## src/rtl/fire_arbiter_pkg.sv

```systemverilog
// Shared definitions for the launch arbiter: FSM encodings, default parameters
// and the index-width helper used by the arbiter and its round-robin picker.
package fire_arbiter_pkg;

    typedef logic [1:0] arb_state_t;

    localparam arb_state_t ST_IDLE     = 2'b00;
    localparam arb_state_t ST_LAUNCH   = 2'b01;
    localparam arb_state_t ST_COOLDOWN = 2'b10;
    localparam arb_state_t ST_EMPTY    = 2'b11;

    localparam int DEF_NUM_CH   = 4;
    localparam int DEF_MAG_SIZE = 4;
    localparam int DEF_COOLDOWN = 10;

    // Magazine count is a fixed 4-bit field on the launcher interface.
    localparam int MAG_W = 4;

    // Bits needed to hold values 0..n-1, never less than one.
    function automatic int idx_w(input int n);
        return (n > 1) ? $clog2(n) : 1;
    endfunction

endpackage

```

## src/rtl/fire_arbiter_rr_picker.sv

```systemverilog
// Combinational round-robin selector: first eligible channel at or after
// rr_ptr, wrapping at NUM_CH.
module rr_picker
    import fire_arbiter_pkg::*;
#(
    parameter  int NUM_CH = DEF_NUM_CH,
    localparam int CH_W   = idx_w(NUM_CH)
) (
    input  logic [NUM_CH-1:0] elig,
    input  logic [CH_W-1:0]   rr_ptr,
    output logic [NUM_CH-1:0] grant,
    output logic [CH_W-1:0]   index,
    output logic              valid
);

    always_comb begin
        int k;
        // NOTE: every output gets a default before the loop so no path leaves a
        // variable unassigned, which would otherwise infer a latch.
        k     = 0;
        grant = '0;
        index = '0;
        valid = 1'b0;
        for (int i = 0; i < NUM_CH; i++) begin
            k = int'(rr_ptr) + i;
            if (k >= NUM_CH) begin
                k = k - NUM_CH;
            end
            if (!valid && elig[k]) begin
                valid    = 1'b1;
                grant[k] = 1'b1;
                index    = CH_W'(k);
            end
        end
    end

endmodule

```

## src/rtl/fire_arbiter.sv

```systemverilog
// Launch arbiter: grants the single launcher to one locked channel at a time,
// enforces a post-launch cooldown and tracks the magazine. Defining
// FIRE_ARB_RELOAD_EN adds the reload port; otherwise EMPTY holds until rst.
module fire_arbiter
    import fire_arbiter_pkg::*;
#(
    parameter  int NUM_CH   = DEF_NUM_CH,
    parameter  int MAG_SIZE = DEF_MAG_SIZE,
    parameter  int COOLDOWN = DEF_COOLDOWN,
    localparam int CH_W     = idx_w(NUM_CH)
) (
    input  logic              clk,
    input  logic              rst,
    input  logic [NUM_CH-1:0] target_locked,
    input  logic [NUM_CH-1:0] fire_req,
`ifdef FIRE_ARB_RELOAD_EN
    input  logic              reload,
`endif
    output logic [NUM_CH-1:0] fire_grant,
    output logic              launch_missile,
    output logic [CH_W-1:0]   launch_ch,
    output logic              fire_denied,
    output logic [MAG_W-1:0]  remaining_missiles,
    output logic [1:0]        arb_state
);

    localparam int               CNT_W    = idx_w(COOLDOWN);
    localparam logic [MAG_W-1:0] MAG_INIT = MAG_W'(MAG_SIZE);
    localparam logic [CNT_W-1:0] CD_INIT  = CNT_W'(COOLDOWN - 1);

    arb_state_t        state_q, state_d;
    logic [MAG_W-1:0]  rem_q, rem_d;
    logic [CH_W-1:0]   rr_ptr_q, rr_ptr_d;
    logic [CH_W-1:0]   launch_ch_q, launch_ch_d;
    logic [NUM_CH-1:0] grant_q, grant_d;
    logic              launch_q, launch_d;
    logic              denied_q, denied_d;
    logic [CNT_W-1:0]  cnt_q, cnt_d;

    logic [NUM_CH-1:0] elig;
    logic [NUM_CH-1:0] pick_grant;
    logic [CH_W-1:0]   pick_index;
    logic              pick_valid;
    logic              reload_w;

    assign elig = fire_req & target_locked;

`ifdef FIRE_ARB_RELOAD_EN
    assign reload_w = reload;
`else
    assign reload_w = 1'b0;
`endif

    rr_picker #(
        .NUM_CH (NUM_CH)
    ) u_rr_picker (
        .elig   (elig),
        .rr_ptr (rr_ptr_q),
        .grant  (pick_grant),
        .index  (pick_index),
        .valid  (pick_valid)
    );

    always_comb begin
        state_d     = state_q;
        rem_d       = rem_q;
        rr_ptr_d    = rr_ptr_q;
        launch_ch_d = launch_ch_q;
        cnt_d       = cnt_q;
        grant_d     = '0;
        launch_d    = 1'b0;
        denied_d    = 1'b0;

        case (state_q)
            ST_IDLE: begin
                // Reload wins over a pending request; the launch waits a cycle.
                if (reload_w) begin
                    rem_d = MAG_INIT;
                end else if (rem_q == '0) begin
                    state_d = ST_EMPTY;
                end else if (pick_valid) begin
                    grant_d     = pick_grant;
                    launch_ch_d = pick_index;
                    launch_d    = 1'b1;
                    rem_d       = rem_q - MAG_W'(1);
                    state_d     = ST_LAUNCH;
                end
            end

            ST_LAUNCH: begin
                rr_ptr_d = (launch_ch_q == CH_W'(NUM_CH - 1)) ? '0
                                                              : launch_ch_q + CH_W'(1);
                cnt_d    = CD_INIT;
                state_d  = ST_COOLDOWN;
            end

            ST_COOLDOWN: begin
                if (cnt_q == '0) begin
                    state_d = (rem_q == '0) ? ST_EMPTY : ST_IDLE;
                end else begin
                    cnt_d = cnt_q - CNT_W'(1);
                end
            end

            ST_EMPTY: begin
                denied_d = |elig;
                if (reload_w) begin
                    rem_d   = MAG_INIT;
                    state_d = ST_IDLE;
                end
            end

            default: begin
                state_d = ST_IDLE;
            end
        endcase
    end

    // NOTE: state registers use non-blocking assignments so every flop samples
    // the pre-edge value of its neighbours, independent of statement order.
    always_ff @(posedge clk) begin
        if (rst) begin
            state_q     <= ST_IDLE;
            rem_q       <= MAG_INIT;
            rr_ptr_q    <= '0;
            launch_ch_q <= '0;
            cnt_q       <= '0;
            grant_q     <= '0;
            launch_q    <= 1'b0;
            denied_q    <= 1'b0;
        end else begin
            state_q     <= state_d;
            rem_q       <= rem_d;
            rr_ptr_q    <= rr_ptr_d;
            launch_ch_q <= launch_ch_d;
            cnt_q       <= cnt_d;
            grant_q     <= grant_d;
            launch_q    <= launch_d;
            denied_q    <= denied_d;
        end
    end

    assign fire_grant         = grant_q;
    assign launch_missile     = launch_q;
    assign launch_ch          = launch_ch_q;
    assign fire_denied        = denied_q;
    assign remaining_missiles = rem_q;
    assign arb_state          = state_q;

endmodule

```

## config.mk

```make
export PLATFORM = sky130hd
export DESIGN_NAME = fire_arbiter
export DESIGN_NICKNAME = d
export VERILOG_FILES = /design/src/rtl/fire_arbiter_pkg.sv /design/src/rtl/fire_arbiter_rr_picker.sv /design/src/rtl/fire_arbiter.sv
export SDC_FILE = /design/constraint.sdc
export NUM_CORES = 1
export LEC_CHECK = 0
export BUFFER_PORTS_ARGS = -buffer_cell sky130_fd_sc_hd__clkbuf_2
export CAP_MARGIN = 10
export CORE_MARGIN = 5
export CORE_UTILIZATION = 49
export DETAILED_ROUTE_END_ITERATION = 7
export GPL_TIMING_DRIVEN = 1
export HOLD_SLACK_MARGIN = 0.06
export PLACE_DENSITY = 0.84
export SLEW_MARGIN = 20
export SYNTH_ARGS = -nofsm -noshare
export SYNTH_HDL_FRONTEND = slang
export SYNTH_HIERARCHICAL = 1
export SYNTH_SLANG_ARGS = --single-unit
export TNS_END_PERCENT = 1
```

## constraint.sdc

```tcl
create_clock -name clk -period 2.3 [get_ports clk]
set_input_delay 0.345 -clock clk [delete_from_list [all_inputs] [get_ports clk]]
set_output_delay 0.345 -clock clk [all_outputs]
set_load 0.05 [all_outputs]
```

==> results of run 1 <==
[metrics by stage]
step / utilization / std cells / total power, mW / cell area (µm²)
6_report: 0.588 / 204 / 2.06 / 1620
5_1_grt: 0.588 / 204 / 2.22 / 1620
4_1_cts: 0.587 / 204 / 2.06 / 1620
3_5_place_dp: 0.574 / 200 / 1.85 / 1580
3_3_place_gp: 0.574 / 200 / 1.80 / 1580
2_1_floorplan: - / 145 / 1.62 / 1420
[metal layers]
metal,vias to the layer above,track usage
li1,576,-
met1,525,0.176
met2,24,0.212
met3,4,0.0213
met4,0,0.0701
met5,-,0
[registers in the layout, summed over array words and instances, names as in the netlist]
| register | count |
|---|---|
| remaining_missiles | 4 |
| launch_ch | 2 |
| fire_grant | 4 |
| arb_state | 2 |
| cnt_q | 4 |
| fire_denied | 1 |
| rr_ptr_q | 2 |
| launch_missile | 1 |
[layout make-up]
class	instances	area, µm²
tap	31	38.8
multi-input combinational	108	931
sequential	20	405
timing repair buffer	30	168
fill	232	1140
inverter	11	41.3
clock buffer	4	36.3
[kinds of logic (layout without fill, tap and decap cells)]
| family | count (synthesis) | count (layout) | share of synthesized area |
|---|---|---|---|
| flops | 20 | 20 | 0.286 |
| xor+xnor | 3 | 3 | 0.0188 |
| simple gates | 45 | 45 | 0.200 |
| mux | 13 | 13 | 0.138 |
| compound gates | 32 | 32 | 0.162 |
| buf+inv | 17 | 45 | 0.0616 |
| fa+ha+maj | 15 | 15 | 0.134 |
[synth_stat cells (4+ instances only)]
cell	n	area, µm²
o21ai_0	5	25.0
dfxtp_1	20	400
nand2_1	4	15.0
nor2_1	13	48.8
mux2i_1	7	70.1
a22oi_1	8	60.1
ha_1	15	188
and2_1	8	50.1
a21oi_1	7	35.0
inv_1	11	41.3
[worst min-delay path by stage]
| stage | startpoint | endpoint | slack [ns] | cells past startpoint |
|---|---|---|---|---|
| after floorplan | rst | arb_state[1] | 0.42 | 1 |
| after global placement | cnt_q[2] | cnt_q[2] | 0.47 | 2 |
| after detailed placement | cnt_q[2] | cnt_q[2] | 0.48 | 2 |
| after CTS | rst | cnt_q[2] | 0.44 | 2 |
| after global routing | rst | cnt_q[2] | 0.45 | 2 |
| final | rst | cnt_q[2] | 0.45 | 2 |
[report_power, final]
part / switching, mW / internal, mW
clock: 0.107 / 0.0966
sequential: 0.0930 / 0.453
combinational: 0.762 / 0.549
total: 0.962 / 1.10
==> qor.csv, run 1 <==
stage,metric,value,unit
cts,clockBufferDepth,2,
cells_and_area,layout_common_cells,"23 x clkbuf_2, 18 x dfxtp_1, 14 x ha_1, 13 x nor2_1, 11 x inv_1",
detailed_routing,wl_met3,109,µm
synthesis,ys_types,38,
timing,hold_viol,0,
timing,fin_tns_setup,0,ns
flow_run,max_cap_viol_count,0,
synthesis,seq_area_frac_synth,0.286,
power,peakVddDrop,0.837,mV
cts,cts_buffers,3,
die,die_area,4030,µm²
detailed_routing,ant_nets,0,
die,start_util,0.508,
synthesis,yosysWarnings,6,
detailed_routing,dr.first_iter.drc_count,85,
power,powerDensity,1270,nW/µm²
worst_setup_path,crit_path_cell_trace,inv_1 > ha_4 > mux4_2 > nor3_2 > nand2b_1 > and3_4 > a21o_1 > a21o_1,
timing,timing.final.crit_share,0.946,
worst_setup_path,critical-path-top-delay-family,simple AND/OR/NAND/NOR gates,
global_routing,grt_pass1_wl,4540,µm
synthesis,syn_area,1400,µm²
worst_setup_path,cpPeakStageDelay,0.42,ns
worst_setup_path,cp.depth,8,
cells_and_area,area_growth,15.6,%
worst_setup_path,crit_path_max_fanout,8,
synthesis,syn_nets,170,
worst_setup_path,crit_top_cell,a21o_1,
detailed_routing,avgRoutedWirePerCell,12.8,µm
detailed_routing,vias,1129,
timing,setup_viol,0,
timing,layout_setup_ws,0.125,ns
global_routing,grt_pass1_vias,1066,
status,status,"finished, final reports clean",
global_routing,antenna_found_initial,0,
worst_setup_path,worstSetupPathType,reg -> reg,
worst_setup_path,crit_slowest_cell,dfxtp_2,
timing,holdWs,0.448,ns
cts,clock_sinks,20,
worst_setup_path,cp-start-kind,register,
cts,root_buffer,clkbuf_4,
synthesis,ys_ff_latch,20,
worst_setup_path,worst-r2r-setup-slack,0.12,ns
worst_setup_path,r2r-start,rr_ptr_q[1],
global_routing,grt_max_degree,17,
cts,htreeDepth,1,
timing,rsz0062_at_grt,false,
placement,io_buffers,23,
synthesis,synthArstFlopShare,0,
timing,worst_slew_pin_slew,0.353,ns
detailed_routing,wl_met1,1270,µm
die,chipHeight,63.5,µm
cts,cts-resized-gates,0,
timing,fmax,460,MHz
placement,pre_cts_slack,0.0213,ns
placement,gp_congestion,0.799,
global_routing,track_usage,0.135,
timing,maxSlewHeadroom,0.765,
worst_setup_path,r2r_end,remaining_missiles[2],
cells_and_area,num_antenna_cells,0,
power,leakagePower,0.688,nW
detailed_routing,wirelength,2620,µm
cells_and_area,drive_gt1_frac,0.295,
worst_setup_path,worst-path-buf-inv,1,
placement,hpwl,2040,µm
cts,clock_latency,0.30,ns
die,ios,24,
timing,final_max_slew_viol_count,0,
cts,cts-hold-fix-buffers,0,
worst_setup_path,worstPathRequired,2.51,ns
hold_path,min_path_type,in -> reg,
synthesis,syn_area_per_cell,9.66,µm²
synthesis,synth_cells,145,
detailed_routing,top_layer_used,met4,
die,core,2760,µm²
cts,cts_tree,built,
cells_and_area,fin_nets,199,
worst_setup_path,worstSetupStartpoint,rr_ptr_q[1],
timing,skew,0.00746,ns
synthesis,synth_ff_type,dfxtp_1,
die,die_w,63.5,µm
cells_and_area,mostFrequentLayoutCell,clkbuf_2,
worst_setup_path,crit_arrival,2.39,ns
worst_setup_path,cp-endpoint,remaining_missiles[2],
detailed_routing,firstDrtPassIters,4,
cts,clkTransAtPathRegs,0.11,ns
worst_setup_path,critPathCaptureType,register,
timing,period_needed,2.18,ns
synthesis,synth_edf_count,0,
die,rows,19,
worst_setup_path,rr_worst_depth,8,
cts,cts_setup_buffers,0,
global_routing,gr-total-overflow,0,
detailed_routing,via_per_inst,5.53,
detailed_routing,remaining_drc_errors,0,
detailed_routing,wl_met2,1200,µm
Power figures use the tool's default switching activity.
==> run 2, diff against run 1 <==
ABC_AREA = 1   (was unset)
CAP_MARGIN = 25   (was 10)
SLEW_MARGIN = unset   (was 20)
==> qor.csv, run 2 <==
stage,metric,value,unit
status,status,"finished, final reports clean",
worst_setup_path,crit_slowest_cell,dfxtp_1,
cts,cts_buffers,3,
cts,cts-hold-fix-buffers,0,
placement,place_inst,266,
power,leakagePower,0.892,nW
timing,fin_tns_setup,0,ns
worst_setup_path,cp-start-kind,register,
cells_and_area,mostFrequentLayoutCell,nand2_1,
synthesis,synth_top_area_frac,0.278,
timing,final_max_slew_viol_count,0,
timing,worst_slew_pin_slew,0.377,ns
cts,root_buffer,clkbuf_4,
synthesis,synth_ff_type,dfxtp_1,
global_routing,grt_max_degree,13,
placement,hpwl,2360,µm
die,die_area,4120,µm²
worst_setup_path,worstSetupPathType,reg -> reg,
worst_setup_path,crit_top_cell,nand2_1,
synthesis,syn_area,1440,µm²
worst_setup_path,crit_path_cell_trace,inv_1 > ha_1 > inv_1 > nand2_1 > nand2_1 > nor2_4 > nand4_1 > nor2_1 > nand2_2 > nand3_2 > nand2_1 > a21oi_1,
power,p_switching,1.34,mW
global_routing,track_usage,0.163,
synthesis,syn_nets,233,
worst_setup_path,critical-path-top-delay-family,simple AND/OR/NAND/NOR gates,
timing,rsz0062_at_grt,false,
power,switching_share,0.535,
detailed_routing,remaining_drc_errors,0,
synthesis,synth_cells,208,
timing,layout_setup_ws,0.211,ns
cells_and_area,drive_gt1_frac,0.234,
worst_setup_path,crit_path_max_fanout,8,
cells_and_area,fin_nets,265,
global_routing,gr-total-overflow,0,
power,pwr-share-clk,0.116,
synthesis,ys_ff_latch,20,
detailed_routing,vias,1388,
placement,io_buffers,23,
synthesis,yosys-top-cells-area,"dfxtp_1 28%, ha_1 13%, nand2_1 11%",
power,powerDensity,1500,nW/µm²
power,p_int,1.16,mW
timing,hold_viol,0,
worst_setup_path,crit_arrival,2.34,ns
cells_and_area,stdcell_count,270,
synthesis,seq_area_frac_synth,0.278,
die,ios,24,
cells_and_area,layout_common_cells,"42 x nand2_1, 30 x inv_1, 23 x clkbuf_2, 22 x nand3_1, 20 x dfxtp_1",
global_routing,grt_pass1_vias,1279,
power,sequentialPowerShare,0.218,
cts,cts_tree,built,
power,p_comb_frac,0.666,
timing,timing.final.crit_share,0.908,
synthesis,yosysWarnings,6,
cts,cts_setup_buffers,0,
detailed_routing,via_per_inst,5.14,
global_routing,antenna_found_initial,0,
synthesis,syn_area_per_cell,6.92,µm²
placement,pre_cts_slack,0.288,ns
synthesis,synthTopCellsByCount,"42 x nand2_1, 30 x inv_1, 22 x nand3_1",
placement,gp_congestion,0.865,
timing,period_needed,2.09,ns
detailed_routing,firstDrtPassIters,4,
power,peakVddDrop,1.26,mV
die,die_w,64.2,µm
worst_setup_path,critPathCaptureType,register,
hold_path,min_path_type,in -> reg,
die,rows,19,
synthesis,synth_area_leader_cell,dfxtp_1,
die,start_util,0.517,
worst_setup_path,cpPeakStageDelay,0.51,ns
synthesis,synth_edf_count,0,
die,chipHeight,64.2,µm
detailed_routing,wirelength,3040,µm
cts,clockBufferDepth,2,
cells_and_area,area_growth,16.2,%
synthesis,synthArstFlopShare,0,
power,finalPower,2.51,mW
cts,cts-resized-gates,0,
timing,maxSlewHeadroom,0.748,
timing,skew,0.00481,ns
synthesis,yosysMostFrequentCell,nand2_1,
worst_setup_path,worst-path-buf-inv,2,
detailed_routing,avgRoutedWirePerCell,11.3,µm
cts,htreeDepth,1,
cts,clkTransAtPathRegs,0.11,ns
die,core,2780,µm²
cts,clock_latency,0.31,ns
synthesis,ys_types,26,
cts,clock_sinks,20,
detailed_routing,dr.first_iter.drc_count,61,
global_routing,grt_pass1_wl,5560,µm
detailed_routing,ant_nets,0,
flow_run,max_cap_viol_count,0,
cells_and_area,num_antenna_cells,0,
timing,setup_viol,0,
timing,fmax,479,MHz
worst_setup_path,worstPathRequired,2.55,ns
-- run 2: worst paths after layout --
check	from	endpoint	slack (ns)	depth (start not counted)
max	rr_ptr_q[1]	arb_state[0]	0.21	12
min	target_locked[2]	fire_denied	0.31	3
min reg2reg	cnt_q[3]	cnt_q[3]	0.52	2
max reg2reg	rr_ptr_q[1]	arb_state[0]	0.21	12
-- run 2: routing by layer --
layer,GRT usage,wire length (µm)
met5,0,0
met4,0.0305,24
met3,0.0455,144
met2,0.270,1400
met1,0.211,1470
-- run 2: area by class of cell --
class | count | area, µm²
Clock buffer | 3 | 22.5
Fill cell | 272 | 1110
Inverter | 35 | 136
Multi-Input combinational cell | 152 | 891
Clock inverter | 1 | 30.0
Sequential cell | 20 | 400
Tap cell | 31 | 38.8
Timing Repair Buffer | 28 | 153
-- run 2: worst min-delay path: cells and delay by family --
| kind | cells | cell delay [ns] |
|---|---|---|
| buf+inv | 1 | 0.08 |
| compound gates | 1 | 0.09 |
| simple gates | 1 | 0.06 |
-- run 2: power groups by stage --
stage	sequential (mW)	combinational [mW]	clock, mW
2_1_floorplan	0.823	1.04	0
3_3_place_gp	0.548	1.62	0
3_5_place_dp	0.555	1.65	0
4_1_cts	0.546	1.66	0.298
5_1_grt	0.565	1.86	0.318
6_report	0.545	1.67	0.291
-- run 2: kinds of logic (layout without fill, tap and decap cells) --
| group | count (synthesis) | after routing | share of synthesized area |
|---|---|---|---|
| adders and majority gates | 15 | 15 | 0.130 |
| and+or+nand+nor | 110 | 110 | 0.377 |
| buffers and inverters | 36 | 67 | 0.103 |
| AOI/OAI and AO/OA | 27 | 27 | 0.111 |
| DFF | 20 | 20 | 0.278 |
-- run 2: through the flow --
| step | util | hold slack [ns] | cell area (µm²) |
|---|---|---|---|
| floorplan | - | 0.414 | 1440 |
| global placement | 0.582 | 0.496 | 1620 |
| detailed placement | 0.582 | 0.507 | 1620 |
| CTS | 0.601 | 0.304 | 1670 |
| global route | 0.601 | 0.301 | 1670 |
| finish | 0.601 | 0.307 | 1670 |
==> run 3, diff against run 2 <==
PLACE_DENSITY = 0.81   (was 0.84)
SKIP_LAST_GASP = 1   (was unset)
clock period = 2.45 ns   (was 2.3 ns; I/O delays follow)
==> qor.csv, run 3 (synthesis results as in run 2) <==
stage,metric,value,unit
detailed_routing,remaining_drc_errors,0,
power,leakagePower,0.883,nW
detailed_routing,via_per_inst,5.04,
cts,clkTransAtPathRegs,0.12,ns
global_routing,use_met1,0.204,
global_routing,track_usage,0.152,
cells_and_area,final_area,1660,µm²
timing,holdWs,0.326,ns
hold_path,min_path_cells,3,
power,powerDensity,1400,nW/µm²
worst_setup_path,cpPeakStageDelay,0.49,ns
worst_setup_path,r2r-start,rr_ptr_q[1],
global_routing,grt_pass1_wl,5210,µm
cts,cts_tree,built,
cells_and_area,fin_nets,263,
global_routing,gr-total-overflow,0,
power,peakVddDrop,0.952,mV
worst_setup_path,worst-r2r-setup-slack,0.26,ns
placement,io_buffers,23,
global_routing,grt_max_degree,13,
global_routing,grtUsageMet2,0.247,
cts,clockBufferDepth,2,
timing,maxSlewHeadroom,0.745,
power,p_int,1.07,mW
worst_setup_path,crit_slowest_cell,dfxtp_1,
cells_and_area,mostFrequentLayoutCell,nand2_1,
die,chipHeight,64.2,µm
cells_and_area,layout_common_cells,"42 x nand2_1, 30 x inv_1, 23 x clkbuf_2, 22 x nand3_1, 20 x dfxtp_1",
worst_setup_path,crit_top_cell,nand2_1,
timing,worst_slew_pin_slew,0.380,ns
hold_path,holdPathEnd,fire_denied,
timing,period_needed,2.19,ns
worst_setup_path,critPathCaptureType,register,
cells_and_area,fillerInstances,267,
worst_setup_path,worstPathRequired,2.69,ns
timing,timing.final.crit_share,0.893,
cells_and_area,num_antenna_cells,0,
placement,gp_congestion,0.853,
worst_setup_path,rr_worst_depth,12,
timing,setup_viol,0,
power,p_switching,1.25,mW
global_routing,top_usage_layer,met2,
cells_and_area,drive_gt1_frac,0.228,
cts,cts_setup_buffers,0,
timing,fmax,457,MHz
detailed_routing,ant_nets,0,
worst_setup_path,crit_arrival,2.43,ns
worst_setup_path,crit_path_cell_trace,inv_1 > ha_1 > inv_1 > nand2_1 > nand2_1 > nor2_4 > nand4_1 > nor2_1 > nand2_2 > nand3_2 > nand2_1 > a21oi_1,
cts,cts-resized-gates,0,
detailed_routing,firstDrtPassIters,4,
detailed_routing,vias,1352,
hold_path,min_path_type,in -> reg,
power,pwr-share-clk,0.118,
placement,place_area,1600,µm²
status,status,"finished, final reports clean",
worst_setup_path,cp-start-kind,register,
placement,hpwl,2290,µm
power,finalPower,2.32,mW
hold_path,worstHoldStart,target_locked[2],
power,p_comb_frac,0.661,
cts,root_buffer,clkbuf_4,
die,die_w,64.2,µm
cells_and_area,area_growth,15.1,%
cts,clock_sinks,20,
timing,layout_setup_ws,0.262,ns
placement,pre_cts_slack,0.296,ns
flow_run,max_cap_viol_count,0,
detailed_routing,avgRoutedWirePerCell,11.0,µm
cts,clock_latency,0.30,ns
power,switching_share,0.539,
global_routing,use_met3,0.0315,
cts,htreeDepth,1,
cts,cts-hold-fix-buffers,0,
global_routing,grt_pass1_vias,1207,
worst_setup_path,crit_path_max_fanout,8,
timing,fin_tns_setup,0,ns
die,ios,24,
detailed_routing,wirelength,2940,µm
detailed_routing,dr.first_iter.drc_count,64,
timing,hold_viol,0,
power,sequentialPowerShare,0.221,
cts,cts_buffers,3,
die,start_util,0.517,
die,core,2780,µm²
worst_setup_path,worstSetupPathType,reg -> reg,
die,rows,19,
timing,final_max_slew_viol_count,0,
timing,skew,0.00364,ns
worst_setup_path,r2r_end,arb_state[0],
die,die_area,4120,µm²
global_routing,antenna_found_initial,0,
timing,rsz0062_at_grt,false,
run 3: worst max path at each step:
stage,startpoint,to,slack [ns],cells past startpoint
global placement,rr_ptr_q[1],arb_state[1],0.41,13
floorplan,rr_ptr_q[0],arb_state[0],0.29,13
CTS,rr_ptr_q[1],arb_state[0],0.25,12
detailed placement,rr_ptr_q[1],arb_state[0],0.30,12
global route,rr_ptr_q[1],arb_state[0],0.07,12
finish,rr_ptr_q[1],arb_state[0],0.26,12
run 3: layer usage:
layer	vias to the layer above	share of wire
li1	733	-
met1	584	0.48
met3	4	0.058
met5	-	0
met4	0	0.013
met2	31	0.44
run 3: layout make-up:
| class | instances | area, µm² | share of cell area |
|---|---|---|---|
| Clock buffer | 3 | 22.5 | 0.0136 |
| Timing Repair Buffer | 26 | 138 | 0.0831 |
| Multi-Input combinational cell | 152 | 891 | 0.538 |
| Inverter | 35 | 136 | 0.0823 |
| Clock inverter | 1 | 30.0 | 0.0181 |
| Tap cell | 31 | 38.8 | 0.0234 |
| Sequential cell | 20 | 400 | 0.242 |
run 3: power groups by stage:
| stage | logic, mW | clock network [mW] | registers, mW |
|---|---|---|---|
| after floorplan | 0.979 | 0 | 0.772 |
| after global placement | 1.50 | 0 | 0.520 |
| after detailed placement | 1.52 | 0 | 0.522 |
| after CTS | 1.53 | 0.279 | 0.514 |
| after global routing | 1.72 | 0.292 | 0.534 |
| final | 1.54 | 0.275 | 0.513 |
run 3: critical path: cells and delay by family, from the launching register on:
family / cells / cell delay (ns)
compound gates: 1 / 0.14
simple gates: 8 / 0.79
flops: 1 / 0.49
fa+ha+maj: 1 / 0.39
buf+inv: 2 / 0.30
run 3: metrics by stage:
step                 util  instances
finish              0.596        268
detailed placement  0.577        264
floorplan               -        208
global placement    0.577        264
global route        0.596        268
CTS                 0.596        268
